**config.mk**
```make
export PLATFORM = sky130hd
export DESIGN_NAME = div16s_seq_flat
export DESIGN_NICKNAME = d
export VERILOG_FILES = /design/src/rtl/div16s_seq_if.sv /design/src/rtl/div16s_seq.sv /design/src/flat_wrapper.sv
export SDC_FILE = /design/constraint.sdc
export NUM_CORES = 1
export LEC_CHECK = 0
export BUFFER_PORTS_ARGS = -buffer_cell sky130_fd_sc_hd__buf_2
export CAP_MARGIN = 20
export CORE_MARGIN = 5
export CORE_UTILIZATION = 45
export CTS_BUF_LIST = sky130_fd_sc_hd__clkbuf_2
export CTS_CLUSTER_DIAMETER = 30
export DETAILED_ROUTE_END_ITERATION = 10
export GPL_TIMING_DRIVEN = 1
export PLACE_DENSITY = 0.69
export SLEW_MARGIN = 40
export SYNTH_ARGS = -nofsm -noshare
export SYNTH_HDL_FRONTEND = slang
export SYNTH_SLANG_ARGS = --single-unit
```
**constraint.sdc**
```tcl
create_clock -name clk -period 3.1 [get_ports clk]
set_clock_uncertainty 0.15 [all_clocks]
set_input_delay 0.62 -clock clk [delete_from_list [all_inputs] [get_ports clk]]
set_output_delay 0.62 -clock clk [all_outputs]
set_load 0.01 [all_outputs]
```
**src/rtl/div16s_seq_if.sv**
```systemverilog
// rtl/div16s_seq_if.sv - start/busy/done operand and result bundle for div16s_seq
interface div16s_seq_if #(
    parameter int N = 8
);
    logic                  start;
    logic signed [2*N-1:0] a;
    logic signed [N-1:0]   b;
    logic signed [N-1:0]   q;
    logic signed [N-1:0]   r;
    logic                  busy;
    logic                  done;
    logic                  ovf;
    logic                  dbz;

    modport master (
        output start, a, b,
        input  q, r, busy, done, ovf, dbz
    );

    modport slave (
        input  start, a, b,
        output q, r, busy, done, ovf, dbz
    );
endinterface

```
**src/rtl/div16s_seq.sv**
```systemverilog
// rtl/div16s_seq.sv - sequential 2N/N signed restoring divider, one quotient bit per clock
module div16s_seq #(
    parameter int N = 8
) (
    input  logic         clk,
    input  logic         rst,
    div16s_seq_if.slave  bus
);
    localparam int W  = 2 * N;
    localparam int CW = $clog2(W);

    typedef enum logic [1:0] {IDLE, CALC, FIX} state_t;

    state_t          state_q, state_d;
    logic [W-1:0]    dvd_q, dvd_d;      // dividend magnitude, becomes quotient magnitude
    logic [N-1:0]    rem_q, rem_d;      // partial remainder, always < |b| <= 2^(N-1)
    logic [N:0]      babs_q, babs_d;    // |b|, one extra bit so -2^(N-1) is representable
    logic [CW-1:0]   count_q, count_d;
    logic            sa_q, sa_d;
    logic            sb_q, sb_d;
    logic            zdiv_q, zdiv_d;    // divide-by-zero seen at accept, resolved in FIX
    logic [N-1:0]    q_q, q_d;
    logic [N-1:0]    r_q, r_d;
    logic            busy_q, busy_d;
    logic            done_q, done_d;
    logic            ovf_q, ovf_d;
    logic            dbz_q, dbz_d;

    logic [W-1:0]    a_raw;
    logic [W-1:0]    a_mag;
    logic [N:0]      b_ext;
    logic [N:0]      b_mag;
    logic [N:0]      shifted;
    logic [N+1:0]    diff;
    logic            q_neg;
    logic [W-1:0]    q_limit;
    logic            q_ovf;
    logic [W-1:0]    dvd_neg;
    logic [N-1:0]    rem_neg;

    // Operand magnitudes, trial subtraction and sign-fix helpers
    always_comb begin
        a_raw   = bus.a;
        a_mag   = a_raw[W-1] ? (~a_raw + 1'b1) : a_raw;
        b_ext   = {bus.b[N-1], bus.b};
        b_mag   = b_ext[N] ? (~b_ext + 1'b1) : b_ext;
        shifted = {rem_q, dvd_q[W-1]};
        diff    = {1'b0, shifted} - {1'b0, babs_q};
        q_neg   = sa_q ^ sb_q;
        // a negative quotient may reach one further than a positive one
        q_limit = q_neg ? (W'(1) << (N - 1)) : ((W'(1) << (N - 1)) - W'(1));
        q_ovf   = dvd_q > q_limit;
        dvd_neg = ~dvd_q + 1'b1;
        rem_neg = ~rem_q + 1'b1;
    end

    // Next-state and next-output logic for IDLE -> CALC -> FIX
    always_comb begin
        state_d = state_q;
        dvd_d   = dvd_q;
        rem_d   = rem_q;
        babs_d  = babs_q;
        count_d = count_q;
        sa_d    = sa_q;
        sb_d    = sb_q;
        zdiv_d  = zdiv_q;
        q_d     = q_q;
        r_d     = r_q;
        busy_d  = busy_q;
        done_d  = 1'b0;
        ovf_d   = ovf_q;
        dbz_d   = dbz_q;

        case (state_q)
            IDLE: begin
                if (bus.start) begin
                    sa_d    = a_raw[W-1];
                    sb_d    = bus.b[N-1];
                    dvd_d   = a_mag;
                    babs_d  = b_mag;
                    rem_d   = '0;
                    count_d = '0;
                    busy_d  = 1'b1;
                    zdiv_d  = (bus.b == '0);
                    state_d = (bus.b == '0) ? FIX : CALC;
                end
            end
            CALC: begin
                // diff MSB set means the trial went negative: restore
                dvd_d   = {dvd_q[W-2:0], ~diff[N+1]};
                rem_d   = diff[N+1] ? shifted[N-1:0] : diff[N-1:0];
                count_d = count_q + 1'b1;
                if (count_q == CW'(W - 1)) begin
                    state_d = FIX;
                end
            end
            FIX: begin
                state_d = IDLE;
                busy_d  = 1'b0;
                done_d  = 1'b1;
                if (zdiv_q) begin
                    // low N bits of the original dividend, rebuilt from its magnitude
                    q_d   = '1;
                    r_d   = sa_q ? dvd_neg[N-1:0] : dvd_q[N-1:0];
                    ovf_d = 1'b0;
                    dbz_d = 1'b1;
                end else begin
                    dbz_d = 1'b0;
                    ovf_d = q_ovf;
                    if (q_ovf) begin
                        q_d = q_neg ? {1'b1, {(N-1){1'b0}}} : {1'b0, {(N-1){1'b1}}};
                    end else begin
                        q_d = q_neg ? dvd_neg[N-1:0] : dvd_q[N-1:0];
                    end
                    r_d = sa_q ? rem_neg : rem_q;
                end
            end
            default: begin
                state_d = IDLE;
            end
        endcase
    end

    // State and registered outputs; reset abandons any division in flight
    always_ff @(posedge clk) begin
        if (rst) begin
            state_q <= IDLE;
            dvd_q   <= '0;
            rem_q   <= '0;
            babs_q  <= '0;
            count_q <= '0;
            sa_q    <= 1'b0;
            sb_q    <= 1'b0;
            zdiv_q  <= 1'b0;
            q_q     <= '0;
            r_q     <= '0;
            busy_q  <= 1'b0;
            done_q  <= 1'b0;
            ovf_q   <= 1'b0;
            dbz_q   <= 1'b0;
        end else begin
            state_q <= state_d;
            dvd_q   <= dvd_d;
            rem_q   <= rem_d;
            babs_q  <= babs_d;
            count_q <= count_d;
            sa_q    <= sa_d;
            sb_q    <= sb_d;
            zdiv_q  <= zdiv_d;
            q_q     <= q_d;
            r_q     <= r_d;
            busy_q  <= busy_d;
            done_q  <= done_d;
            ovf_q   <= ovf_d;
            dbz_q   <= dbz_d;
        end
    end

    assign bus.q    = q_q;
    assign bus.r    = r_q;
    assign bus.busy = busy_q;
    assign bus.done = done_q;
    assign bus.ovf  = ovf_q;
    assign bus.dbz  = dbz_q;
endmodule

```
**src/flat_wrapper.sv**
```systemverilog
// flat-port wrapper written by rule: the top's interface ports become plain ports
module div16s_seq_flat 
#(
    parameter int N = 8
)
  (clk, rst, bus_start, bus_a, bus_b, bus_q, bus_r, bus_busy, bus_done, bus_ovf, bus_dbz);
  div16s_seq_if #(.N(N)) bus_i ();
  input  logic clk;
  input  logic rst;
  input wire logic [$bits(bus_i.start)-1:0] bus_start;
  input wire logic [$bits(bus_i.a)-1:0] bus_a;
  input wire logic [$bits(bus_i.b)-1:0] bus_b;
  output wire logic [$bits(bus_i.q)-1:0] bus_q;
  output wire logic [$bits(bus_i.r)-1:0] bus_r;
  output wire logic [$bits(bus_i.busy)-1:0] bus_busy;
  output wire logic [$bits(bus_i.done)-1:0] bus_done;
  output wire logic [$bits(bus_i.ovf)-1:0] bus_ovf;
  output wire logic [$bits(bus_i.dbz)-1:0] bus_dbz;
  assign bus_i.start = bus_start;
  assign bus_i.a = bus_a;
  assign bus_i.b = bus_b;
  assign bus_q = bus_i.q;
  assign bus_r = bus_i.r;
  assign bus_busy = bus_i.busy;
  assign bus_done = bus_i.done;
  assign bus_ovf = bus_i.ovf;
  assign bus_dbz = bus_i.dbz;
  div16s_seq #(.N(N)) u_core (.clk(clk), .rst(rst), .bus(bus_i));
endmodule
```
---- After elaboration in Yosys (flattened, before gate mapping) ----
Index checks and enable logic that the tools add are counted.
operators by class
  add/subtract/negate cells ............... 6
  order comparisons ....................... 1
  equality and inequality tests ........... 5
  mux-type cells .......................... 26
  bitwise operators ....................... 6
  reductions and logical operators ........ 8
operators with widths
  kind                   count
  $mux 8                 10
  $mux 16                2
  $pmux 16 s2            1
  $add 16x1->16 const B  1
  $add 8x1->8 const B    2
  $gt 16x8->1            1
  $not 16->16            1
  $not 8->8              2
  $pmux 8 s2             1
  $sub 9x9->10           1
  $add 9x1->9 const B    1
  $mux 9                 1
  $not 9->9              1
  $logic_not 8->1        1
  $pmux 4 s2             1
  $reduce_and 2->1       4
  $mux 2                 3
  $add 4x1->4 const B    1
  $eq 4x4->1 const B     1
  $mux 1                 4
  $mux 4                 1
  $pmux 2 s2             1
  $reduce_bool 2->1      2
  $eq 2x1->1 const B     1
  other kinds (7)        7
storage, ports and cells
  flip-flop bits (word level) ............. 62
  bits of input ports ..................... 27
  output and inout bits ................... 20
  word-level logic and storage cells ...... 66

---- Longest topological paths before layout ----
  depth in word-level cells ............... 5
  depth in mapped cells ................... 12
  depth with buffers taken out ............ 10

---- Least setup slack after synthesis ----
Ideal clock, no wire load.
  kind .................................... register to register
  start point ............................. register u_core.sa_q
  end point ............................... register u_core.q_q[2], in the netlist u_core.bus.q[2]
  setup time .............................. 0.088 ns
  data arrival time ....................... 2.485 ns
  data required time ...................... 2.862 ns
  slack ................................... 0.377 ns
  stages on the path, launching flop included .. 12
  buffers on the path ..................... 1
  period minus slack after synthesis ...... 2.723 ns
  cell sequence ........................... dfxtp_1 -> buf_6 -> xnor2_2 -> inv_1 -> ha_1 -> a21oi_1 -> nand2_1 -> maj3_2 -> o22ai_2 -> nand2_1 -> or4_1 -> a311oi_2
between the ends
  word-level cells in the longest chain between the ends .. 5
  elaborated cells on any way between the ends .. 7
  those cells by class .................... 1 x order compare; 5 x mux; 1 x bitwise
ends and longest elaborated chain
  item                    RTL line                             text
  from (decl)             div16s_seq.sv:19                     logic sa_q, sa_d;
  from (signal assigned)  div16s_seq.sv:132                    sa_q <= 1'b0;
  from (signal assigned)  div16s_seq.sv:147                    sa_q <= sa_d;
  $xor 1x1->1 *           div16s_seq.sv:49                     q_neg = sa_q ^ sb_q;
  $mux 8                  div16s_seq.sv:51, div16s_seq.sv:111
  $gt 16x8->1             div16s_seq.sv:52                     q_ovf = dvd_q > q_limit;
  $mux 8 *                div16s_seq.sv:110                    if (q_ovf) begin
  $mux 8 *                div16s_seq.sv:101                    if (zdiv_q) begin
  to (signal assigned)    div16s_seq.sv:150                    q_q <= q_d;
  to (decl)               div16s_seq.sv:22                     logic [N-1:0] q_q, q_d;
Mark *: on every way between the ends. The rest lies on a longest branch, timed or not.
A chain may end at the register's enable or synchronous reset.

---- Worst setup path after layout ----
  start point ............................. register u_core.sb_q
  end point ............................... register u_core.q_q[2], in the netlist u_core.bus.q[2]
between the ends
  word-level cells in the longest chain between the ends .. 5
  elaborated cells on any way between the ends .. 7
  those cells by class .................... 1 x order compare; 5 x mux; 1 x bitwise
ends and longest elaborated chain
  item                    RTL line                             text
  from (decl)             div16s_seq.sv:20                     logic sb_q, sb_d;
  from (signal assigned)  div16s_seq.sv:133                    sb_q <= 1'b0;
  from (signal assigned)  div16s_seq.sv:148                    sb_q <= sb_d;
  $xor 1x1->1 *           div16s_seq.sv:49
  $mux 8                  div16s_seq.sv:51, div16s_seq.sv:111
  $gt 16x8->1             div16s_seq.sv:52
  $mux 8 *                div16s_seq.sv:110
  $mux 8 *                div16s_seq.sv:101
Marks and branches as above.

==> reports/qor_table.md <==
| Result | This run |
| --- | --- |
| Status | finished clean |
| HPWL after detailed placement | 6770 um |
| Antenna violations before repair | 0 |
| Critical path startpoint | u_core.sb_q |
| Longest Clk Path Bufs | 2 |
| Number of levels in the clock H-tree | 3 |
| Power density over the cells | 470 nW/um^2 |
| Count of state elements after synthesis | 62 |
| Synthesized area per cell | 8.07 um^2 |
| Proportion of netlist area held by the largest area contributor | 0.318 |
| GRT Util Overall | 0.182 |
| Hold path start | bus_b[0] |
| Global-route wire length before repair | 15200 um |
| Number of nets in the synthesized netlist | 531 |
| Initial standard-cell utilization of the core | 0.454 |
| Number of DRC markers in iteration 0 | 174 |
| Class of the tightest hold or removal check | in -> reg |
| Number of enable-type register cells in the synthesized netlist | 0 |
| Share of flip-flops with an asynchronous set or reset after synthesis | 0 |
| Final setup vio count | 0 |
| Number of distinct library cell variants in the gate-level netlist after synthesis | 56 |
| Routability cong. | 0.889 |
| List of most frequent post-synthesis cells | 62 x sky130_fd_sc_hd__dfxtp_1, 51 x sky130_fd_sc_hd__nor2_1, 47 x sky130_fd_sc_hd__a21oi_1 |
| Clock edge transition at the registers on the reported setup and hold paths | 0.18 ns |
| Max frequency | 344 MHz |
| Post-layout net count | 571 |
| Drt total wl | 9080 um |
| Site row count | 34 |
| Sink count of the clock tree | 62 |
| Via count | 3597 |
| Critical path, cell by cell | xnor2_4 -> clkinvlp_4 -> ha_1 -> a21oi_1 -> nand2_1 -> maj3_2 -> o22ai_2 -> nand2_1 -> or4_1 -> a311oi_2 |
| CP most frequent cell | sky130_fd_sc_hd__nand2_1 |
| Cell area after technology mapping | 3900 um^2 |
| Pleak | 1.83 nW |
| Sequential power share | 0.450 |
| Count of port buffers added during placement | 46 |
| Clk network pwr share | 0.237 |
| CTS tree | built |
| Pin count of the biggest net entering global routing | 37 |
| Length of the first detailed-routing pass in iterations | 4 |
| Mapped Cells | 483 |
| Detail Route Antenna Nets | 0 |
| Data arrival time of the critical path | 3.19 ns |
| Worst setup path category | reg -> reg |
| Clock buffer count from CTS | 9 |
| Share of total power in combinational logic | 0.313 |
| Setup slack, reg-to-reg | 0.19 ns |
| Number of DRC violations after detailed routing | 0 |
| Leading post-synthesis cells by cell area | sky130_fd_sc_hd__dfxtp_1 32%, sky130_fd_sc_hd__ha_1 6.4%, sky130_fd_sc_hd__a21oi_1 6.0%, sky130_fd_sc_hd__nor2_1 4.9%, sky130_fd_sc_hd__xor2_1 4.3% |
| Setup repair after global routing missed its margin | false |
| Worst Path Required | 3.38 ns |
| Largest stage delay, worst path | 0.49 ns |
| Period minus WS final | 2.91 ns |
| IR Drop Worst-Case VDD | 0.177 mV |
| Hold WS | 0.222 ns |
| Total I/O pin count | 47 |
| Max-cap viol count | 0 |
| Fraction of the yosys area taken by sequential cells | 0.318 |
| Number of buffers added to fix hold violations after cts | 0 |
| Max_slew headroom | 0.492 |
| Slew Viols, Final | 0 |
| Total of fill cells in the finished design | 859 |
| Ratio of routed vias to standard cells | 5.66 |
| Crit start category | register |
| Y dimension of the die | 103 um |
| Global-route congestion overflow total | 0 |
| Library cell contributing the largest single delay on the critical path | sky130_fd_sc_hd__dfxtp_1 |
| Count of warnings emitted by yosys | 0 |
| Share of the clock period used by the worst path | 0.938 |
| Inserted Diodes | 0 |
| Worst r2r src | u_core.sb_q |
| P_sw | 0.717 mW |
| Maximum fanout encountered on the critical timing path | 10 |
| Core region area | 8590 um^2 |
| Predominant post-synthesis flop cell | sky130_fd_sc_hd__dfxtp_1 |
| Most area-hungry cell type in the Yosys netlist | sky130_fd_sc_hd__dfxtp_1 |
| Most instantiated library cell after synthesis | sky130_fd_sc_hd__dfxtp_1 |
| Total Power | 2.05 mW |
| Wirelength per Cell | 14.3 um |
| Layout area overhead | 11.6% |
| Number of global-route vias before repair | 3291 |
| Insertion delay to the later sink of the worst-skew pair | 0.49 ns |
| Share of layout cells above drive strength 1 | 0.161 |
| Setup slack of the critical path after layout | 0.193 ns |
| Sw Ratio | 0.350 |
| Slew of the pin with the lowest slew margin | 0.761 ns |
| Final hold viol count | 0 |
| X dimension of the die | 103 um |
| Pint | 1.33 mW |
| Crit end category | register |
| CTS root buffer | sky130_fd_sc_hd__clkbuf_2 |
| DIE AREA | 10600 um^2 |
| Worst slack, placed | -0.0377 ns |
-- metrics by stage --
step | util | TNS [ns] | instances | area [um^2]
floorplan | - | 0 | 483 | 3900
global placement | 0.489 | 0 | 616 | 4200
detailed placement | 0.489 | -0.0377 | 616 | 4200
CTS | 0.502 | 0 | 632 | 4320
global route | 0.506 | 0 | 636 | 4350
finish | 0.506 | 0 | 636 | 4350
-- cells in the final DEF, fill, tap and decap left out, types with 2 or more instances in the layout --
master / n
sky130_fd_sc_hd__buf_4: 11
sky130_fd_sc_hd__o211ai_1: 5
sky130_fd_sc_hd__inv_1: 31
sky130_fd_sc_hd__mux2i_1: 7
sky130_fd_sc_hd__nor2_1: 51
sky130_fd_sc_hd__mux2_2: 2
sky130_fd_sc_hd__o311a_1: 2
sky130_fd_sc_hd__xnor2_1: 13
sky130_fd_sc_hd__a221oi_1: 17
sky130_fd_sc_hd__o21bai_1: 3
sky130_fd_sc_hd__a21oi_1: 47
sky130_fd_sc_hd__a211oi_1: 13
sky130_fd_sc_hd__clkinvlp_4: 2
sky130_fd_sc_hd__a32oi_1: 2
sky130_fd_sc_hd__clkinv_2: 2
sky130_fd_sc_hd__and3_1: 6
sky130_fd_sc_hd__a22o_1: 5
sky130_fd_sc_hd__a21o_1: 5
sky130_fd_sc_hd__nand3_1: 7
sky130_fd_sc_hd__a22oi_1: 2
sky130_fd_sc_hd__or3_1: 7
sky130_fd_sc_hd__or4_1: 5
sky130_fd_sc_hd__ha_1: 20
sky130_fd_sc_hd__dfxtp_1: 62
sky130_fd_sc_hd__o31ai_1: 8
sky130_fd_sc_hd__o21ai_0: 18
sky130_fd_sc_hd__nand2b_1: 11
sky130_fd_sc_hd__xor2_1: 19
sky130_fd_sc_hd__o41ai_1: 3
sky130_fd_sc_hd__nand2_1: 39
sky130_fd_sc_hd__nor2b_1: 7
sky130_fd_sc_hd__nand4_1: 2
sky130_fd_sc_hd__nor4_1: 4
sky130_fd_sc_hd__nor3_1: 9
sky130_fd_sc_hd__clkbuf_2: 12
sky130_fd_sc_hd__buf_2: 46
-- registers in the layout, summed over array words and instances, names as in the netlist --
| name | count |
|---|---|
| u_core.babs_q | 9 |
| u_core.sb_q | 1 |
| u_core.dvd_q | 16 |
| u_core.bus.ovf | 1 |
| u_core.bus.r | 8 |
| u_core.rem_q | 8 |
| u_core.bus.busy | 1 |
| u_core.bus.dbz | 1 |
| u_core.state_q | 2 |
| u_core.bus.q | 8 |
| u_core.count_q | 4 |
| u_core.zdiv_q | 1 |
| u_core.sa_q | 1 |
| u_core.bus.done | 1 |
-- cell type report --
cell class / instances / area (um^2) / area share
clock buffers: 12 / 60.1 / 0.0138
clock inverters: 4 / 47.5 / 0.0109
inverters: 32 / 124 / 0.0285
multi-input cells: 361 / 2430 / 0.559
flip-flops and latches: 62 / 1240 / 0.285
well taps: 108 / 135 / 0.0311
repair buffers: 57 / 313 / 0.0719
-- critical path, delay by kind of cell, from the launching register on --
family | cells | cell delay (ns)
flip-flops | 1 | 0.49
AND/OR/NAND/NOR | 3 | 0.59
XOR/XNOR | 1 | 0.16
buffers and inverters | 1 | 0.21
adder cells (fa/ha/maj) | 2 | 0.66
AO/OA/AOI/OAI | 3 | 0.58
-- power by group through the flow --
stage | clock (mW) | sequential, mW | combinational, mW
finish | 0.486 | 0.921 | 0.640
global route | 0.553 | 0.929 | 0.720
CTS | 0.506 | 0.920 | 0.631
detailed placement | 0 | 0.937 | 0.626
global placement | 0 | 0.935 | 0.611
floorplan | 0 | 0.911 | 0.489
-- kinds of logic after synthesis --
kind of cell | share of synthesized area
flops | 0.318
mux | 0.0295
simple gates | 0.184
buf+inv | 0.0622
compound gates | 0.252
xor+xnor | 0.0818
fa+ha+maj | 0.0722
-- metal layers --
layer | wire length, um | part of all wire | track usage
met2 | 4220 | 0.46 | 0.291
met5 | 0 | 0 | 0
met4 | 119 | 0.013 | 0.0528
met3 | 596 | 0.066 | 0.0514
met1 | 4150 | 0.46 | 0.239
-- final timing paths --
| check | cells after the start | to |
|---|---|---|
| worst max-delay path | 10 | u_core.bus.q[2] |
| worst min-delay path | 3 | u_core.babs_q[0] |
| worst max register to register | 10 | u_core.bus.q[2] |
| worst min register to register | 2 | u_core.bus.r[7] |
-- timing repair --
item / CTS / global route
resized for setup: 1 / 1
buffers inserted: 0 / 4
endpoints found under the setup margin: 1 / 4
pin swaps: 0 / 1
endpoints found under the hold margin: 0 / 0
No activity file was read; power rests on OpenSTA's default activity.
